**src/rtl/bin_to_bcd.sv**
```systemverilog
// Iterative binary-to-BCD converter (shift-and-add-3), one iteration per clock.
// Start/busy/done handshake; result held until the next completion.
module bin_to_bcd #(
    parameter int unsigned WIDTH  = 8,
    parameter int unsigned DIGITS = 3
) (
    input  logic                  clk,
    input  logic                  rst,
    input  logic                  start,
    input  logic [WIDTH-1:0]      bin,
    output logic                  busy,
    output logic                  done,
    output logic [4*DIGITS-1:0]   bcd,
    output logic                  overflow
);

    localparam int unsigned BW = 4 * DIGITS;
    localparam int unsigned CW = $clog2(WIDTH + 1);

    typedef enum logic {
        IDLE  = 1'b0,
        SHIFT = 1'b1
    } state_t;

    state_t           state_q;
    logic [WIDTH-1:0] bin_q;
    logic [BW-1:0]    work_q;
    logic             acc_q;
    logic [CW-1:0]    cnt_q;
    logic             busy_q;
    logic             done_q;
    logic [BW-1:0]    bcd_q;
    logic             ovf_q;

    logic [BW-1:0]    adj_d;
    logic [BW-1:0]    work_d;
    logic [WIDTH-1:0] bin_d;
    logic [CW-1:0]    cnt_d;
    logic             carry_d;
    logic             last_d;

    // Add 3 to every digit >= 5, all digits in parallel from pre-shift values
    always_comb begin
        adj_d = work_q;
        for (int k = 0; k < int'(DIGITS); k++) begin
            if (work_q[4*k +: 4] >= 4'd5) begin
                adj_d[4*k +: 4] = work_q[4*k +: 4] + 4'd3;
            end
        end
    end

    // One left shift of {BCD, binary}; the bit leaving the top digit is a lost carry
    always_comb begin
        work_d  = {adj_d[BW-2:0], bin_q[WIDTH-1]};
        carry_d = adj_d[BW-1];
        bin_d   = bin_q << 1;
        cnt_d   = cnt_q + CW'(1);
        last_d  = (cnt_q == CW'(WIDTH - 1));
    end

    // Control FSM and all working/output registers
    always_ff @(posedge clk or posedge rst) begin
        if (rst) begin
            state_q <= IDLE;
            bin_q   <= '0;
            work_q  <= '0;
            acc_q   <= 1'b0;
            cnt_q   <= '0;
            busy_q  <= 1'b0;
            done_q  <= 1'b0;
            bcd_q   <= '0;
            ovf_q   <= 1'b0;
        end else begin
            done_q <= 1'b0;
            case (state_q)
                IDLE: begin
                    if (start) begin
                        bin_q   <= bin;
                        work_q  <= '0;
                        acc_q   <= 1'b0;
                        cnt_q   <= '0;
                        busy_q  <= 1'b1;
                        state_q <= SHIFT;
                    end
                end
                SHIFT: begin
                    bin_q  <= bin_d;
                    work_q <= work_d;
                    acc_q  <= acc_q | carry_d;
                    cnt_q  <= cnt_d;
                    if (last_d) begin
                        bcd_q   <= work_d;
                        ovf_q   <= acc_q | carry_d;
                        done_q  <= 1'b1;
                        busy_q  <= 1'b0;
                        state_q <= IDLE;
                    end
                end
                default: state_q <= IDLE;
            endcase
        end
    end

    assign busy     = busy_q;
    assign done     = done_q;
    assign bcd      = bcd_q;
    assign overflow = ovf_q;

endmodule

```
**config.mk**
```make
export PLATFORM = sky130hd
export DESIGN_NAME = bin_to_bcd
export DESIGN_NICKNAME = d
export VERILOG_FILES = /design/src/rtl/bin_to_bcd.sv
export SDC_FILE = /design/constraint.sdc
export NUM_CORES = 1
export LEC_CHECK = 0
export CAP_MARGIN = 20
export CORE_MARGIN = 2
export CORE_UTILIZATION = 55
export CTS_CLUSTER_DIAMETER = 50
export DETAILED_ROUTE_END_ITERATION = 8
export GPL_ROUTABILITY_DRIVEN = 0
export PLACE_DENSITY = 0.9
export SYNTH_ARGS = -nofsm -noshare
export SYNTH_HDL_FRONTEND = slang
export SYNTH_SLANG_ARGS = --single-unit
```
**constraint.sdc**
```tcl
create_clock -name clk -period 2.4 [get_ports clk]
set_input_delay 0.48 -clock clk [delete_from_list [all_inputs] [get_ports clk]]
set_output_delay 0.48 -clock clk [all_outputs]
set_load 0.02 [all_outputs]
```
Word-level counts from Yosys, hierarchy flattened
Cells that the tools add are included.
- output and inout port bits: 15
- word-level logic and storage cells: 42
- register bits: 41
- equal/unequal tests: 3
- add/subtract/negate cells: 4
- reduce and logical (&&, ||, !) cells: 2
- $lt $le $gt $ge: 3
- muxes and demuxes: 19
- bitwise gates (word level): 2
- operator list (cell ; number):
    one-hot mux 12 bit (2 select lines) ; 1
    two-way mux 4 bit ; 4
    one-hot mux 8 bit (2 select lines) ; 1
    adder 4 x 2 -> 4 bit, second input constant ; 3
    >= comparator 4 x 3 -> 1 bit, second input constant ; 3
    two-way mux 12 bit ; 1
    two-way mux 8 bit ; 1
    one-hot mux 4 bit (2 select lines) ; 1
    two-way mux 1 bit ; 7
    one-hot mux 1 bit (2 select lines) ; 3
    adder 4 x 1 -> 4 bit, second input constant ; 1
    equality test 4 x 3 -> 1 bit, second input constant ; 1
    AND reduction 2 bit ; 2
    != test 2 x 1 -> 1 bit, second input constant ; 1
    != test 2 bit, second input constant ; 1
    NOT 1 bit ; 1
    OR 1 bit ; 1

Logic depth before layout (Yosys ltp)
- word-level depth: 4
- gate-level depth with buffers: 6
- depth with buffers taken out: 6

Worst setup path after synthesis
Ideal clock, no wire load.
- path type: reg2reg
- start point: register work_q[0]
- end point: register work_q[2]
- library setup time: 0.083 ns
- period minus slack after synthesis: 1.494 ns
- cell stages (with the launch flop): 7
- path slack: 0.906 ns
- arrival: 1.411 ns
- cell sequence: dfrtp_1 > inv_1 > ha_1 > nand2b_1 > a21oi_1 > mux2_2 > o22ai_1
- cells in the longest elaborated chain, start to end: 3
- elaborated cells between the ends (all ways): 4
- those cells by class: add/sub: 1; order compare: 1; mux: 2
- RTL lines (element ; RTL line ; source):
    from (decl) ; 27 ; logic [BW-1:0] work_q;
    from (signal assigned) ; 88 ; work_q <= work_d;
    adder 4 x 2 -> 4 bit or >= comparator 4 x 3 -> 1 bit (tied branches) ; 47, 46 ;
    two-way mux 4 bit (*) ; 46 ; if (work_q[4*k +: 4] >= 4'd5) begin
    one-hot mux 12 bit (2 select lines) (*) ; 75 ; case (state_q)
Mark *: on every way between the ends. The rest lies on a longest branch, timed or not.
A chain may end at the register's enable or synchronous reset.

Worst setup path in the final report
- start point: register busy_q (netlist: busy)
- end point: output port busy
- RTL lines (element ; RTL line ; source):
    from (decl) ; 30 ; logic busy_q;
    from (signal assigned) ; 69 ; busy_q <= 1'b0;
    from (signal assigned) ; 82 ; busy_q <= 1'b1;
    from (signal assigned) ; 95 ; busy_q <= 1'b0;
    to (decl) ; 11 ; output logic busy,
No word-level cell between the ends.

==> flow_results.org <==
** Power and ir drop
- Net switching fraction of the power :: 0.4005
- The worst-case IR drop observed on VDD is 616.9 uV.
- Fraction of power consumed by the clock network :: 0.120
- Cell Int Power :: 1794 uW
- The share of total power dissipated in sequential elements is 0.403.
- For this design the static power due to leakage is approximately 0.0010 uW.
- The share of total power dissipated in combinational logic is 0.476.
- Areal power density over the cells :: around 1300 nW/um^2
- P_sw :: roughly 1200 uW

** Timing
- Min Hold Slack :: 0.4872 ns
- Final Skew :: 0.003381 ns
- Number of hold violations in the final report :: 0
- Final setup violating endpoints :: 0
- Counting I/O delays and the setup requirement, the final critical path takes 1.819 ns.
- Tcrit/Tclk final :: 0.7580
- Setup repair after global routing left no endpoint under its margin.
- Headroom to the max-slew limit came out at 0.6636.
- Across all setup checks in the final design, the least slack found is 0.5807 ns.
- Maximum clock frequency :: ~550 MHz
- Final-layout setup total negative slack :: 0 ns
- Max-slew violations :: 0
- At the pin with the least slew margin, the transition time is just over 0.5 ns.

** Yosys
- Post-synth ARST share :: 1.000
- Number of library cell types mapped by synthesis :: 28
- Gate count after technology mapping :: 187
- Number of synthesized register bits :: 41
- Seq/Total Area, Yosys :: 0.5456
- YS warnings :: 0
- The number of nets in the synthesized netlist is 205.
- In the synthesized netlist the dominant register cell turns out to be dfrtp_1.
- In this run, synthesis inferred 0 flip-flops with an integrated enable.
- Mapped cell area :: around 1900 sq um
- Average cell area after synthesis :: 10.06 sq um

** Clock tree
- In this run the number of H-tree levels came out at 2.
- Cts bufs inserted :: 5
- Post-CTS Resized :: 0
- Clock-pin slew was measured on the worst setup and hold paths at 0.11 ns.
- Buffers added to address setup during post-CTS repair amount to 0.
- At the later pin of the worst-skew pair, clock insertion delay measures 0.34 ns.
- Sinks on the clock net :: 41
- Clock root cell :: clkbuf_4
- CTS Hold Bufs :: 0
- Bufs on Longest Clock Path :: 2
- CTS tree :: done

** Routing
- The detail route stage leaves a number of antenna-violating nets equal to 0.
- Residual DRC :: 0
- First-pass iteration count of the detailed router :: 4
- DR iter-0 viols :: 44
- Per-cell via count in the routed design :: around 5.2
- Total vias in the final route :: about 1.4k
- Wire length per cell after detailed routing :: 12.46 um
- The final layout contains routed wiring with a total length of 3276 um.

** Floorplanning
- Area of the die :: 3903 sq um
- # IOs :: 26
- For this configuration, the core starts out at a cell density of 0.5680.
- Row generation in the floorplan step produced 21 rows.
- Measured along the y axis, the die boundary spans 62.48 um.
- Die Wd :: 62.48 um
- After floorplanning, the core was sized to cover 3311 sq um.

** Run status
- Outcome :: finished clean

** GRT
- The first global-routing pass estimated 5954 um of wire.
- Largest net degree at the start of global routing :: 42
- The total overflow left after global routing is 0.
- The number of antenna violations at the first check in global routing came to 0.
- In the global route stage, overall resource usage came out at 0.1920.
- The number of global-route vias before repair is 1387.

** Worst setup path
- Highest net fanout along the worst path :: 2
- The critical path goes through clkdlybuf4s50_1.
- Critical path's top delay family :: buffers and inverters
- At the worst endpoint, the required time is 1.92 ns.
- On the worst path, the slowest cell contributes a delay of between 0.6 and 0.7 ns.
- STA classifies the critical path endpoint as an output pin.
- On the critical path, the stage with the largest delay is an instance of clkdlybuf4s50_1.
- Counting both buffers and inverters, the worst setup path holds a total of 1.
- STA puts the critical path data arrival time at 1.34 ns.
- Startpoint Class :: flop
- The worst setup path is of the reg2out kind.

** Final layout
- In the final layout, the multi-input gates occupy 774.5 sq um.
- For this run, the number of standard cells in the final layout without fillers is 263.
- Count of nets after finishing :: 234
- Of the cells placed in the final design, the portion with a size suffix greater than 1 is 0.08756.
- In the layout the commonest cells are dfrtp_1, nand2_1, o21ai_0.
- Ant diodes :: 0
- Layout-stage area growth over the synthesis result :: 19.56%
- After filler insertion, the fill cell instance count of the layout stands at 267.
- Commonest non-fill, non-tap cell in the layout :: dfrtp_1
- The sequential cells in the finished layout cover a total of 1026 sq um.

** Placement
- DP Wirelength :: 2366 um
- After detailed placement, the design holds a cell count of 255.
- OpenSTA, run right after detailed placement, puts the worst setup slack at 0.5256 ns.
- Total of buffers placed on input and output ports :: 25

** Run
- Reported max-cap violation count :: 0

** Hold path
- Kind of path behind the tightest hold check :: reg2reg
==> routing by layer <==
metal / routed length [um] / share of wire / GRT usage
met3: 177 / 0.054 / 0.05586
met2: 1562 / 0.48 / 0.3401
met1: 1492 / 0.46 / 0.2229
met4: 44 / 0.013 / 0.06389
met5: 0 / 0 / 0
==> cells in the mapped netlist (all sizes together), types with 3 or more instances <==
cell type | n | area [sq um]
a21oi | 10 | 53.80
clkbuf | 3 | 11.26
nand2b | 3 | 18.77
mux2 | 3 | 33.78
buf | 5 | 31.28
o21ai | 27 | 135.1
o22ai | 9 | 56.30
mux2i | 8 | 80.08
nor2 | 6 | 22.52
nand3 | 3 | 20.02
nand2 | 34 | 127.6
nor3b | 6 | 45.04
ha | 7 | 87.58
dfrtp | 41 | 1026
inv | 9 | 33.78
xnor2 | 4 | 35.03
==> worst reg2reg max path, cell delays in order (launching register included) <==
cell and delay (ns):
dfrtp_1 0.43, inv_1 0.11, ha_1 0.25, nand2b_1 0.10, a21oi_2 0.18, mux2_2 0.36
o21ai_0 0.18
==> area by class of cell <==
type / instances / share of cell area
clock inverters: 2 / 0.006121
inverters: 10 / 0.01669
well taps: 46 / 0.02560
clock buffers: 6 / 0.02282
multi-input cells: 128 / 0.3445
repair buffers: 30 / 0.1280
flip-flops and latches: 41 / 0.4563
==> final timing paths <==
path | startpoint | to | slack, ns | depth (start not counted)
max reg2reg | work_q[8] | work_q[10] | 0.71 | 6
min reg2reg | bcd[11] | bcd[11] | 0.49 | 2
min in group asynchronous | rst | bin_q[6] | 0.55 | 3
max in group asynchronous | rst | work_q[7] | 1.49 | 3
max | busy | busy | 0.58 | 1
min | bcd[11] | bcd[11] | 0.49 | 2
==> flip-flops by register name (all words and copies together), names as in the netlist <==
register	count
work_q	12
done	1
cnt_q	4
busy	1
acc_q	1
bin_q	8
bcd	12
state_q	1
overflow	1
==> cell families (layout without fill, tap and decap cells) <==
kind of cell	count (synthesis)	in the layout	synth area share
buffers and inverters	18	48	0.04258
AOI/OAI and AO/OA	51	51	0.1517
adders and majority gates	7	7	0.04657
xor gates and xnor gates	4	4	0.01863
and+or+nand+nor	55	55	0.1344
muxes	11	11	0.06055
DFF	41	41	0.5456
==> metrics by stage <==
| step | instance area [sq um] | total power [uW] | utilization |
|---|---|---|---|
| final | 2248 | 2993 | 0.6791 |
| after global routing | 2248 | 3269 | 0.6791 |
| after CTS | 2248 | 3022 | 0.6791 |
| after detailed placement | 2183 | 2660 | 0.6595 |
| after global placement | 2183 | 2589 | 0.6595 |
| after floorplan | 1881 | 2197 | - |
==> power by group through the flow <==
stage | registers, uW | logic [uW] | clock network (uW)
floorplan | 1300 | 894 | 0
global placement | 1200 | 1380 | 0
detailed placement | 1220 | 1440 | 0
CTS | 1210 | 1450 | 372
global route | 1250 | 1620 | 399
finish | 1210 | 1430 | 360
(Power assumes the default switching activity.)
